==> config.mk <==
export PLATFORM = sky130hd
export DESIGN_NAME = dac8563_setpoint_ramp
export DESIGN_NICKNAME = d
export VERILOG_FILES = /design/src/rtl/dac8563_setpoint_ramp_pkg.sv /design/src/rtl/dac8563_setpoint_ramp_tick_gen.sv /design/src/rtl/dac8563_setpoint_ramp.sv
export SDC_FILE = /design/constraint.sdc
export NUM_CORES = 1
export LEC_CHECK = 0
export ABC_AREA = 1
export BUFFER_PORTS_ARGS = -buffer_cell sky130_fd_sc_hd__buf_2
export CAP_MARGIN = 15
export CORE_MARGIN = 2
export CORE_UTILIZATION = 59
export CTS_CLUSTER_DIAMETER = 100
export DETAILED_ROUTE_END_ITERATION = 10
export PLACE_DENSITY = 0.81
export SLEW_MARGIN = 10
export SYNTH_ARGS = -nofsm -noshare
export SYNTH_HDL_FRONTEND = slang
export SYNTH_SLANG_ARGS = --single-unit
==> constraint.sdc <==
create_clock -name sys_clk -period 5.25 [get_ports sys_clk]
set_input_delay 0.525 -clock sys_clk [delete_from_list [all_inputs] [get_ports sys_clk]]
set_output_delay 0.525 -clock sys_clk [all_outputs]
set_load 0.05 [all_outputs]
==> src/rtl/dac8563_setpoint_ramp_pkg.sv <==
// Purpose: shared types, constants and ramp arithmetic for the DAC8563 setpoint feeder.
// Latency: n/a (package only).
// Backpressure: n/a (package only).
package dac8563_setpoint_ramp_pkg;

    localparam int   DAC_W = 16;
    localparam logic CH_A  = 1'b0;
    localparam logic CH_B  = 1'b1;

    typedef enum logic [2:0] {
        ST_IDLE,
        ST_LOAD_A,
        ST_WAIT_A,
        ST_LOAD_B,
        ST_WAIT_B
    } state_t;

    // One slew step of cur toward tgt. The difference is taken in 17-bit signed
    // so the full 0x0000..0xFFFF span is representable. Moving by step is only
    // done when |diff| > step, so the result can never overshoot or wrap.
    function automatic logic [DAC_W-1:0] ramp_next(input logic [DAC_W-1:0] cur,
                                                   input logic [DAC_W-1:0] tgt,
                                                   input logic [DAC_W-1:0] step);
        logic signed [DAC_W:0] diff;
        logic        [DAC_W:0] mag;
        diff = $signed({1'b0, tgt}) - $signed({1'b0, cur});
        mag  = diff[DAC_W] ? -diff : diff;
        if (step == '0 || mag <= {1'b0, step}) begin
            ramp_next = tgt;
        end else if (!diff[DAC_W]) begin
            ramp_next = cur + step;
        end else begin
            ramp_next = cur - step;
        end
    endfunction

endpackage

==> src/rtl/dac8563_setpoint_ramp_tick_gen.sv <==
// Purpose: free-running divider producing the ramp tick (one pulse every TICK_DIV cycles).
// Latency: tick is combinational from the counter, high in the cycle count == TICK_DIV-1.
// Backpressure: none; free-running, the consumer must coalesce ticks it cannot take.
// Ports: clk, rst_n (async active-low), tick (1-cycle pulse at counter wrap).
module dac8563_setpoint_ramp_tick_gen #(
    parameter int TICK_DIV = 1000
) (
    input  logic clk,
    input  logic rst_n,
    output logic tick
);

    localparam int CW = (TICK_DIV > 2) ? $clog2(TICK_DIV) : 1;

    logic [CW-1:0] cnt;

    assign tick = (cnt == CW'(TICK_DIV - 1));

    always_ff @(posedge clk or negedge rst_n) begin
        if (!rst_n) begin
            cnt <= '0;
        end else if (tick) begin
            cnt <= '0;
        end else begin
            cnt <= cnt + 1'b1;
        end
    end

endmodule

==> src/rtl/dac8563_setpoint_ramp.sv <==
// Purpose: latches A/B setpoints and slews both DAC codes toward them, feeding the
//          serializer one word at a time (A then B, always as a pair).
// Latency: tick -> data_valid is 2 cycles (ramp compute, LOAD_A); words held until dac_done.
// Backpressure: waits on dac_done per word; ticks during a busy pair coalesce into one
//               pending update; a missing dac_done times out, sets err and retries the pair.
// Ports: sys_clk, rst_n | tgt_a, tgt_b, tgt_load (setpoint strobe) | dac_done (serializer ack)
//        | data, data_sel, data_valid (word to serializer) | at_target, err (status).
module dac8563_setpoint_ramp
    import dac8563_setpoint_ramp_pkg::*;
#(
    parameter int               TICK_DIV  = 1000,
    parameter logic [DAC_W-1:0] STEP      = 16'd64,
    parameter logic [DAC_W-1:0] INIT_CODE = 16'h0000,
    parameter int               TIMEOUT   = 4096
) (
    input  logic             sys_clk,
    input  logic             rst_n,
    input  logic [DAC_W-1:0] tgt_a,
    input  logic [DAC_W-1:0] tgt_b,
    input  logic             tgt_load,
    input  logic             dac_done,
    output logic [DAC_W-1:0] data,
    output logic             data_sel,
    output logic             data_valid,
    output logic             at_target,
    output logic             err
);

    localparam int WD_W = $clog2(TIMEOUT) + 1;

    state_t           state, state_n;
    logic [DAC_W-1:0] cur_a, cur_a_n, cur_b, cur_b_n;
    logic [DAC_W-1:0] tgt_a_q, tgt_a_n, tgt_b_q, tgt_b_n;
    logic [DAC_W-1:0] ramp_a, ramp_b;
    logic [DAC_W-1:0] data_n;
    logic             data_sel_n, data_valid_n, at_target_n, err_n;
    logic             force_wr, force_wr_n;
    logic             pending, pending_n;
    logic [WD_W-1:0]  wd_cnt, wd_cnt_n;
    logic             tick;

    dac8563_setpoint_ramp_tick_gen #(
        .TICK_DIV (TICK_DIV)
    ) u_tick_gen (
        .clk   (sys_clk),
        .rst_n (rst_n),
        .tick  (tick)
    );

    always_ff @(posedge sys_clk or negedge rst_n) begin
        if (!rst_n) begin
            state      <= ST_IDLE;
            cur_a      <= INIT_CODE;
            cur_b      <= INIT_CODE;
            tgt_a_q    <= INIT_CODE;
            tgt_b_q    <= INIT_CODE;
            data       <= INIT_CODE;
            data_sel   <= CH_A;
            data_valid <= 1'b0;
            at_target  <= 1'b0;
            err        <= 1'b0;
            force_wr   <= 1'b1;
            pending    <= 1'b0;
            wd_cnt     <= '0;
        end else begin
            state      <= state_n;
            cur_a      <= cur_a_n;
            cur_b      <= cur_b_n;
            tgt_a_q    <= tgt_a_n;
            tgt_b_q    <= tgt_b_n;
            data       <= data_n;
            data_sel   <= data_sel_n;
            data_valid <= data_valid_n;
            at_target  <= at_target_n;
            err        <= err_n;
            force_wr   <= force_wr_n;
            pending    <= pending_n;
            wd_cnt     <= wd_cnt_n;
        end
    end

    always_comb begin
        state_n      = state;
        cur_a_n      = cur_a;
        cur_b_n      = cur_b;
        tgt_a_n      = tgt_a_q;
        tgt_b_n      = tgt_b_q;
        data_n       = data;
        data_sel_n   = data_sel;
        data_valid_n = data_valid;
        err_n        = err;
        force_wr_n   = force_wr;
        pending_n    = pending;
        wd_cnt_n     = wd_cnt;

        // The ramp reads the registered targets, so a tick coinciding with
        // tgt_load still slews toward the old setpoint.
        ramp_a = ramp_next(cur_a, tgt_a_q, STEP);
        ramp_b = ramp_next(cur_b, tgt_b_q, STEP);

        if (tgt_load) begin
            tgt_a_n = tgt_a;
            tgt_b_n = tgt_b;
        end

        if (tick && state != ST_IDLE) begin
            pending_n = 1'b1;
        end

        case (state)
            ST_IDLE: begin
                // cur codes only move here, so each pair is a coherent snapshot.
                if (tick || pending) begin
                    pending_n = 1'b0;
                    cur_a_n   = ramp_a;
                    cur_b_n   = ramp_b;
                    if (ramp_a != cur_a || ramp_b != cur_b || force_wr) begin
                        force_wr_n = 1'b0;
                        state_n    = ST_LOAD_A;
                    end
                end
            end
            ST_LOAD_A, ST_LOAD_B: begin
                data_n       = (state == ST_LOAD_A) ? cur_a : cur_b;
                data_sel_n   = (state == ST_LOAD_A) ? CH_A : CH_B;
                data_valid_n = 1'b1;
                wd_cnt_n     = '0;
                state_n      = (state == ST_LOAD_A) ? ST_WAIT_A : ST_WAIT_B;
            end
            ST_WAIT_A, ST_WAIT_B: begin
                if (dac_done) begin
                    data_valid_n = 1'b0;
                    state_n      = (state == ST_WAIT_A) ? ST_LOAD_B : ST_IDLE;
                end else if (wd_cnt == WD_W'(TIMEOUT - 1)) begin
                    // data_valid has now been high for TIMEOUT cycles.
                    err_n        = 1'b1;
                    data_valid_n = 1'b0;
                    force_wr_n   = 1'b1;
                    state_n      = ST_IDLE;
                end else begin
                    wd_cnt_n = wd_cnt + 1'b1;
                end
            end
            default: state_n = ST_IDLE;
        endcase

        at_target_n = (state_n == ST_IDLE) && (cur_a_n == tgt_a_n) && (cur_b_n == tgt_b_n);
    end

endmodule

Yosys cells after proc, flatten, opt, wreduce, memory -nomap -nowiden
Index checks and enable logic that the tools add are counted.
Cells by class
  $mul: 0
  div/mod/pow operators: 0
  add/sub/neg operators: 10
  reductions and logical operators: 17
  muxes and demuxes: 36
  bitwise logic cells: 1
  shift operators: 0
  equal/unequal tests: 16
  $lt $le $gt $ge: 2
Operators by type and width (number)
  two-way mux 16 bit: 11
  less-or-equal comparator 17 x 7 -> 1 bit (second input constant): 2
  two-way mux 17 bit: 2
  negation 17 bit: 2
  subtractor 16 x 16 -> 17 bit: 2
  adder 16 x 7 -> 16 bit (second input constant): 2
  == test 16 bit: 2
  inequality test 16 bit: 2
  subtractor 16 x 7 -> 16 bit (second input constant): 2
  two-way mux 13 bit: 2
  case mux 13 bit (2 select lines): 1
  two-way mux 3 bit: 5
  adder 13 x 1 -> 13 bit (second input constant): 1
  == test 13 x 12 -> 1 bit (second input constant): 1
  adder 10 x 1 -> 10 bit (second input constant): 1
  == test 10 bit (second input constant): 1
  two-way mux 1 bit: 10
  two-way mux 10 bit: 1
  inequality test 2 bit (second input constant): 5
  case mux 3 bit (3 select lines): 1
  == test 3 x 2 -> 1 bit (second input constant): 2
  zero test 3 bit: 2
  AND reduction 3 bit: 2
  AND reduction 5 bit: 1
  12 further kinds: 19
Word-level totals
  bits in latches: 0
  bits in writable memories: 0
  memories: 0
  flip-flop bits (word level): 112
  bits of input ports: 36
  ROM bits: 0

Depth between registers and ports, before layout
Gate-level depths: netlist of the first run.
  depth in word-level cells: 14
  mapped depth: 37

Hierarchy
A second synthesis of the first run with hierarchy kept.
Second synthesis, totals
  cell total of the unflattened synthesis: 1685
  area total of the unflattened synthesis: 10388.7 um^2
By module, submodules not included
  dac8563_setpoint_ramp: seq. area each 2553.7 um^2, cells an instance 1608, times used 1, area an instance 9839.4 um^2
  dac8563_setpoint_ramp_tick_gen: seq. area each 250.2 um^2, cells an instance 77, times used 1, area an instance 549.3 um^2

Least setup slack after synthesis of the first run
No wires, ideal clock.
  path kind: register to register
  start: register tgt_b_q[0]
  end: register at_target
  arrival: 3.958 ns
  stages on the path, launching flop included: 38
  path slack: 1.223 ns
  required time: 5.181 ns
  path through: dfrtp_1 inv_1 ha_1 inv_1 fa_1 nand2_1 nand2_2 nand4_2 nand2_2 nand3_1 nand2_2 inv_2 buf_4 ha_1 a21oi_1 nand2_1 a21oi_1 o21bai_1 [2 not listed] nand2_1 nand2_1 nand2_1 nand2_1 a21oi_1 xor2_1 nand2_1 nand2_1 nand2_1 nand2_1 nand2_1 nor2_1 nand2_1 nor2_1 nand2_1 nand2_1 nand2_1 nor2_2
Between the ends
  word-level cells in the longest chain between the ends: 14
  elaborated cells between the ends (all ways): 19
  those cells by class: add/sub (2); order compare (1); eq/ne (2); mux (9); reduce/logical (5)
Ends and longest elaborated chain
  start, declared: RTL line dac8563_setpoint_ramp.sv:33  | logic [DAC_W-1:0] tgt_a_q, tgt_a_n, tgt_b_q, tgt_b_n;
  start signal, assigned: RTL line dac8563_setpoint_ramp.sv:70  | tgt_b_q <= tgt_b_n;
  subtractor 16 x 16 -> 17 bit: RTL line dac8563_setpoint_ramp_pkg.sv:26  | diff = $signed({1'b0, tgt}) - $signed({1'b0, cur});
  negation 17 bit: RTL line dac8563_setpoint_ramp_pkg.sv:27  | mag = diff[DAC_W] ? -diff : diff;
  two-way mux 17 bit: RTL line dac8563_setpoint_ramp_pkg.sv:27
  less-or-equal comparator 17 x 7 -> 1 bit: RTL line dac8563_setpoint_ramp_pkg.sv:28  | if (step == '0 || mag <= {1'b0, step}) begin
  two-way mux 16 bit (*): RTL line dac8563_setpoint_ramp_pkg.sv:28
  inequality test 16 bit (*): RTL line dac8563_setpoint_ramp.sv:117  | if (ramp_a != cur_a || ramp_b != cur_b || force_wr) begin
  logical OR 1 bit (*) (2 in series): RTL line dac8563_setpoint_ramp.sv:117
  two-way mux 3 bit (*): RTL line dac8563_setpoint_ramp.sv:117
  two-way mux 3 bit (*): RTL line dac8563_setpoint_ramp.sv:113  | if (tick || pending) begin
  case mux 3 bit (3 select lines) (*): RTL line dac8563_setpoint_ramp.sv:110  | case (state)
  via state_n[0]: RTL line dac8563_setpoint_ramp.sv:31  | state_t state, state_n;
  zero test 3 bit (*): RTL line dac8563_setpoint_ramp.sv:147  | at_target_n = (state_n == ST_IDLE) && (cur_a_n == tgt_a_n) && (cur_b_n == tgt_b_n);
  logical AND 1 bit (*) (2 in series): RTL line dac8563_setpoint_ramp.sv:147
  via at_target_n: RTL line dac8563_setpoint_ramp.sv:36  | logic data_sel_n, data_valid_n, at_target_n, err_n;
  end signal, assigned: RTL line dac8563_setpoint_ramp.sv:74  | at_target <= at_target_n;
  end, declared: RTL line dac8563_setpoint_ramp.sv:25  | output logic at_target,
Mark *: on every way through the listed nets, which the timed path passes. The rest lies on a longest branch.
A chain may end at the register's enable or synchronous reset.

Final worst setup path of the first run
  start: register tgt_b_q[0]
  end: register at_target
Between the ends
  elaborated cells between the ends (all ways): 19
  those cells by class: add/sub (2); order compare (1); eq/ne (2); mux (9); reduce/logical (5)
RTL lines
  subtractor 16 x 16 -> 17 bit (*): RTL line dac8563_setpoint_ramp_pkg.sv:26
  negation 17 bit: RTL line dac8563_setpoint_ramp_pkg.sv:27
  two-way mux 17 bit: RTL line dac8563_setpoint_ramp_pkg.sv:27
  less-or-equal comparator 17 x 7 -> 1 bit: RTL line dac8563_setpoint_ramp_pkg.sv:28
  two-way mux 16 bit (*): RTL line dac8563_setpoint_ramp_pkg.sv:28
  two-way mux 16 bit (*): RTL line dac8563_setpoint_ramp.sv:113
  two-way mux 16 bit (*): RTL line dac8563_setpoint_ramp.sv:110
  via cur_b_n[14]: RTL line dac8563_setpoint_ramp.sv:32  | logic [DAC_W-1:0] cur_a, cur_a_n, cur_b, cur_b_n;
  == test 16 bit (*): RTL line dac8563_setpoint_ramp.sv:147
  logical AND 1 bit (*): RTL line dac8563_setpoint_ramp.sv:147
  via at_target_n: RTL line dac8563_setpoint_ramp.sv:36
Marked as above.

==> results.md, run 1 <==
- Worst path slowest cell: fa_1
- Worst slew pin tran: 1.015 ns
- Final period utilization: 90.56%
- Final Skew: 0.01027 ns
- Total track usage: 31.20%
- Synth async-reset ratio: 100.0%
- Synth warnings: 0
- Most Used Layer, Global Route: met2
- Pleak: between 5 and 6 nW
- Cells after Synth: 1634
- Syn nets: roughly 1.7k
- WL per Instance: ~15 um
- Most used cell, CP: nand2_1
- Worst slew margin: 32.25%
- Clock share of power: 30.2%
- Pre-antenna DRT Iters: 7
- Final nets: between 1.5k and 2k
- Crit. End Element: register
- Post-CTS sizing: 0
- Worst EP arrival: between 5 and 6 ns
- Routed via count: 10.70k
- DP HPWL: 21980 um
- RSZ-0062 raised after global routing: false
- Core Rows: 48
- Die width: 136.4 um
- Antenna Diode Count: 0
- Largest stage delay on the critical path: about 0.43 ns
- Max IR drop VDD: between 0.00015 and 0.0002 V
- Sw Pwr: between 0.8 and 0.9 mW
- Final setup viols: 0
- First-pass GRT wire length: 45940 um
- Pin count of the biggest net entering global routing: 70
- Sequential area share after synthesis: a little over a quarter
- Clock Latency Late Sink: about 0.37 ns
- Port bufs: 55
- Die height: 136.4 um
- Post-Syn Area: about 10000 um2
- Vias in the first global route: 9752
- Yosys top cell area share: 26.84%
- Postcts setup bufs: 0
- Setup tns final: 0 ns
- Outcome: finished, final reports clean
- Root Driver: clkbuf_16
- Final worst slack: 0.4954 ns
- Number of synthesized flops with an enable pin: 0
- Initial drt markers: 1067
- Final Hold Viols: 0
- Routability cong.: just under 1
- Syn_area_per_cell: roughly 6.3 um2
- CTS tree: built
- Crit-path max FO: 25
- # clock sinks: 112
- Switching share of power: between 30 and 40%
- Synth area leaders: dfrtp_1 (27%), nand2_1 (18%), inv_1 (8.8%)
- F_max: 210.3 MHz
- Inserted Clock Buffers: 9
- Int Pwr: 1.447 mW
- Comb pwr share: 30.3%
- Final min period: 4.755 ns
- Yosys reg bits: 112
- Clock-pin slew on the worst setup and hold paths: 0.08 ns
- Power per cell area: 209.0 nW/um2
- Max-slew violations: 0
- Layout area overhead: 6.879%
- Place WS: around 0.58 ns
- Residual DRC: 0
- Setup crit start kind: register
- Core region area: 17240 um2
- Seq pwr share: approximately 40%
- Ys flop type: dfrtp_1
- Num ports: 56
- Hold buffer count at cts: 0
- Starting Density: 60.05%
- DIE AREA: 18620 um2
- Maximum capacitance violations: 0
- Area leader, netlist: dfrtp_1
- Total wire length: between 20000 and 30000 um
- Vias per cell: 5.629
- Synth cell types: 46
- Fillers: 1652
- Grt met2 use: 55.03%
- H-tree depth: 3
- Req. time, crit path: 5.55 ns
- CTS Buffer Depth: 2
- Met3 usage: roughly 3.6%
- Critical path class: reg2reg
- WHS: 0.2850 ns
- Worst min path class: in2async
- Layout cells sized above 1: about 11%
- Initial antenna violation count: 0
- Antenna viol nets, final: 0
- Total congestion overflow: 0
- Grt met1 use: roughly two fifths
[cell usage in the layout (no fill, tap or decap), types with 19 or more instances in the layout]
cell / synthesis / routed
nand2_1: 484 / 484
inv_1: 242 / 242
nand3_1: 151 / 151
nor2_1: 128 / 126
dfrtp_1: 111 / 111
a21oi_1: 89 / 89
o21ai_0: 63 / 63
buf_2: 4 / 54
ha_1: 50 / 50
nand4_1: 46 / 46
or2_2: 35 / 35
xor2_1: 23 / 23
nand2_2: 20 / 20
nor3_1: 20 / 20
nand3b_1: 19 / 19
[layer usage]
| layer | wire length (um) | vias to the layer above |
|---|---|---|
| li1 | - | 5343 |
| met1 | 12000 | 4885 |
| met2 | 14010 | 400 |
| met3 | 1688 | 72 |
| met4 | 1049 | 0 |
| met5 | 0 | - |
[path summary, 6_finish.rpt]
check	start	endpoint	slack, ns	depth (start not counted)
min in group sys_clk	data_sel$_DFFE_PN0N_	data_sel$_DFFE_PN0N_	0.49	2
hold reg to reg	data_sel$_DFFE_PN0N_	data_sel$_DFFE_PN0N_	0.49	2
setup / recovery	tgt_b_q[0]$_DFF_PN0_	at_target$_DFF_PN0_	0.50	29
setup reg to reg	tgt_b_q[0]$_DFF_PN0_	at_target$_DFF_PN0_	0.50	29
max in group asynchronous	rst_n	tgt_b_q[0]$_DFF_PN0_	3.83	2
hold / removal	rst_n	tgt_a_q[15]$_DFF_PN0_	0.28	1
[logic make-up after synthesis]
| logic type | count (synthesis) | share of synthesized area (%) |
|---|---|---|
| simple gates | 938 | 41.01 |
| buf+inv | 291 | 11.29 |
| compound gates | 210 | 11.34 |
| flops | 112 | 27.09 |
| fa+ha+maj | 54 | 6.818 |
| xor+xnor | 29 | 2.454 |
[sequential cells by signal, summed over array words and instances, names as in the netlist]
signal / count
at_target: 1
cur_a: 16
cur_b: 16
data: 16
data_sel: 1
data_valid: 1
err: 1
force_wr: 1
pending: 1
state: 3
tgt_a_q: 16
tgt_b_q: 16
u_tick_gen.cnt: 10
wd_cnt: 13
[worst max-delay path: cells and delay by family, from the launching register on]
kind                       cells  cell delay [ns]
and+or+nand+nor               16             1.47
DFF                            1             0.40
AOI/OAI and AO/OA              5             1.01
xor gates and xnor gates       2             0.40
adders and majority gates      3             0.84
buffers and inverters          3             0.55
[cells in the mapped netlist, drive strengths merged, types with 4 or more instances]
cell type / number
xnor2: 6
nand3b: 19
fa: 4
clkbuf: 19
o21bai: 6
dfrtp: 111
inv: 254
nor2: 148
a21oi: 89
o21ai: 82
nand4: 47
ha: 50
nand3: 160
or2: 35
nor3: 21
o211ai: 20
nand2: 505
buf: 18
xor2: 23
[final cells by class]
class | instances | area, um2 | share of cell area (%)
inverters | 254 | 953.4 | 8.619
flip-flops and latches | 112 | 2804 | 25.35
clock buffers | 9 | 225.2 | 2.036
well taps | 225 | 281.5 | 2.545
multi-input cells | 1231 | 6387 | 57.74
clock inverters | 7 | 72.57 | 0.6560
repair buffers | 63 | 337.8 | 3.054
[stage by stage]
| stage | cells | cell area [um2] | power [mW] | util (%) |
|---|---|---|---|---|
| 3_5_place_dp | 1885 | 10760 | 1.615 | 62.45 |
| 6_report | 1901 | 11060 | 2.312 | 64.18 |
| 5_1_grt | 1901 | 11060 | 2.438 | 64.18 |
| 3_3_place_gp | 1885 | 10760 | 1.601 | 62.45 |
| 4_1_cts | 1901 | 11060 | 2.305 | 64.18 |
| 2_1_floorplan | 1634 | 10350 | 1.454 | - |
[power by group through the flow]
stage | sequential (mW) | combinational (mW) | clock, mW
global route | 0.916 | 0.787 | 0.735
detailed placement | 0.929 | 0.686 | 0
global placement | 0.928 | 0.673 | 0
CTS | 0.911 | 0.690 | 0.703
floorplan | 0.920 | 0.534 | 0
finish | 0.913 | 0.701 | 0.698
(Power assumes the default switching activity.)
==> inputs of run 2 (changes only) <==
Settings changed: CTS_BUF_LIST set to sky130_fd_sc_hd__clkbuf_2 sky130_fd_sc_hd__clkbuf_4 sky130_fd_sc_hd__clkbuf_8, PLACE_DENSITY 0.81 to 0.88.
==> run 2 against run 1 <==
  * First-iteration DRC count is essentially flat
  * Clock power shrank 21%
  * Highest routed layer unchanged
  * Critical path depth is the same
  * Routed wire length grew 1.6%
  * Global-route usage grew 0.78 points
  * Final cell count is the same
  * Die area is the same
==> results.md, run 2 (same netlist as run 1, synthesis figures left out) <==
- Antenna Diode Count: 0
- Num ports: 56
- RSZ-0062 raised after global routing: false
- Most frequent cells in the layout: nand2_1 (484), inv_1 (242), nand3_1 (151), nor2_1 (126), dfrtp_1 (111)
- First-pass GRT wire length: about 47000 um
- Total track usage: 31.97%
- Starting Density: 60.05%
- # clock sinks: 112
- Layout area overhead: 5.960%
- Initial drt markers: 1066
- Routed via count: 10.85k
- Worst slew pin tran: 0.9649 ns
- Most common cell after layout, fill and taps aside: nand2_1
- Root Driver: clkbuf_8
- Max-slew violations: 0
- Layout cells sized above 1: 11.16%
- Final min period: 4.753 ns
- Initial antenna violation count: 0
- Maximum capacitance violations: 0
- Vias in the first global route: slightly above 10k
- Total wire length: 29190 um
- CTS Buffer Depth: 2
- Final Skew: 0.01629 ns
- Port bufs: 55
- Power per cell area: 197.6 nW/um2
- Worst EP arrival: 5.10 ns
- Final period utilization: around nine tenths
- H-tree depth: 3
- Worst path slowest cell: fa_1
- Pin count of the biggest net entering global routing: 70
- Final Core Density: 63.63%
- Inserted Clock Buffers: 9
- Worst r2r path cells: 29
- WL per Instance: 15.36 um
- Die width: 136.4 um
- Critical R2R Capture: at_target$_DFF_PN0_
- DP HPWL: 22330 um
- Clock-pin slew on the worst setup and hold paths: between 0.1 and 0.15 ns
- Max IR drop VDD: 0.0001140 V
- DIE AREA: around 19000 um2
- Clock Latency Late Sink: 0.41 ns
- Crit-path max FO: 25
- Most used cell, CP: nand2_1
- Setup tns final: 0 ns
- Setup crit start kind: register
- Outcome: finished, final reports clean
- Final Hold Viols: 0
- Final setup viols: 0
- Total congestion overflow: 0
- Core Rows: 48
- Flop2flop setup slack: 0.50 ns
- F_max: 210.4 MHz
- Worst slew margin: 35.60%
- Antenna viol nets, final: 0
- Largest stage delay on the critical path: 0.43 ns
- Req. time, crit path: between 5 and 6 ns
- Crit. End Element: register
- Reg2reg start: tgt_b_q[0]$_DFF_PN0_
- Postcts setup bufs: 0
- Die height: 136.4 um
- Residual DRC: 0
- Pleak: 5.949 nW
- Vias per cell: 5.708
- Pre-antenna DRT Iters: 6
- Core region area: 17240 um2
- CTS tree: built
- Final nets: 1761
- Routability cong.: ~0.96
- Hold buffer count at cts: 0
- Critical path class: reg2reg
- Worst min path class: in2async
## run 2: metal layers
metal	wire length, um	vias up	GRT usage, %	share of wire, %
met3	2004	106	4.437	6.9
met1	11910	4931	39.50	41
met4	1426	0	16.96	4.9
met5	0	-	0	0
met2	13860	482	54.13	47
li1	-	5331	-	-
## run 2: final cells by class
| class | count | area, um2 |
|---|---|---|
| multi-input cells | 1231 | 6387 |
| fillers | 1553 | 6270 |
| flip-flops and latches | 112 | 2804 |
| inverters | 254 | 955.9 |
| repair buffers | 63 | 337.8 |
| well taps | 225 | 281.5 |
| clock buffers | 10 | 137.6 |
| clock inverters | 6 | 62.56 |
## run 2: how the worst max path moves through the flow
| stage | from | to | slack [ns] | cells past startpoint |
|---|---|---|---|---|
| after floorplan | tgt_b_q[0]$_DFF_PN0_ | at_target$_DFF_PN0_ | 1.22 | 37 |
| after CTS | tgt_b_q[0]$_DFF_PN0_ | at_target$_DFF_PN0_ | 0.49 | 29 |
| final | tgt_b_q[0]$_DFF_PN0_ | at_target$_DFF_PN0_ | 0.50 | 29 |
| after detailed placement | tgt_b_q[0]$_DFF_PN0_ | at_target$_DFF_PN0_ | 0.54 | 29 |
| after global placement | tgt_b_q[0]$_DFF_PN0_ | at_target$_DFF_PN0_ | 0.78 | 29 |
| after global routing | tgt_b_q[0]$_DFF_PN0_ | at_target$_DFF_PN0_ | 0.09 | 36 |
## run 2: power by group
group | internal (mW) | switching, mW | leakage [nW]
Sequential | 0.885 | 0.0285 | 1.43
Clock | 0.201 | 0.352 | 0.103
Combinational | 0.226 | 0.475 | 4.42
Total | 1.31 | 0.855 | 5.95
## run 2: repair_timing
item / 4_1_cts / 5_1_grt
setup endpoints to repair: 0 / 3
hold endpoints to repair: 0 / 0
gates resized for setup: 0 / 2
## run 2: through the flow
stage / hold WS (ns) / setup WS [ns] / instance area [um2] / total power, mW / cells
6_report: 0.1051 / 0.4970 / 10970 / 2.167 / 1901
2_1_floorplan: 0.2294 / 1.223 / 10350 / 1.454 / 1634
3_3_place_gp: 0.4503 / 0.7777 / 10760 / 1.596 / 1885
4_1_cts: 0.1336 / 0.4896 / 10960 / 2.151 / 1901
5_1_grt: 0.1458 / 0.09149 / 10970 / 2.289 / 1901
3_5_place_dp: 0.4540 / 0.5382 / 10760 / 1.614 / 1885
## run 2: critical path, delay by kind of cell, from the launching register on
family | cells | cell delay (ns)
AOI/OAI and AO/OA | 5 | 1.02
xor gates and xnor gates | 2 | 0.44
adders and majority gates | 3 | 0.84
buffers and inverters | 3 | 0.45
DFF | 1 | 0.42
and+or+nand+nor | 16 | 1.50
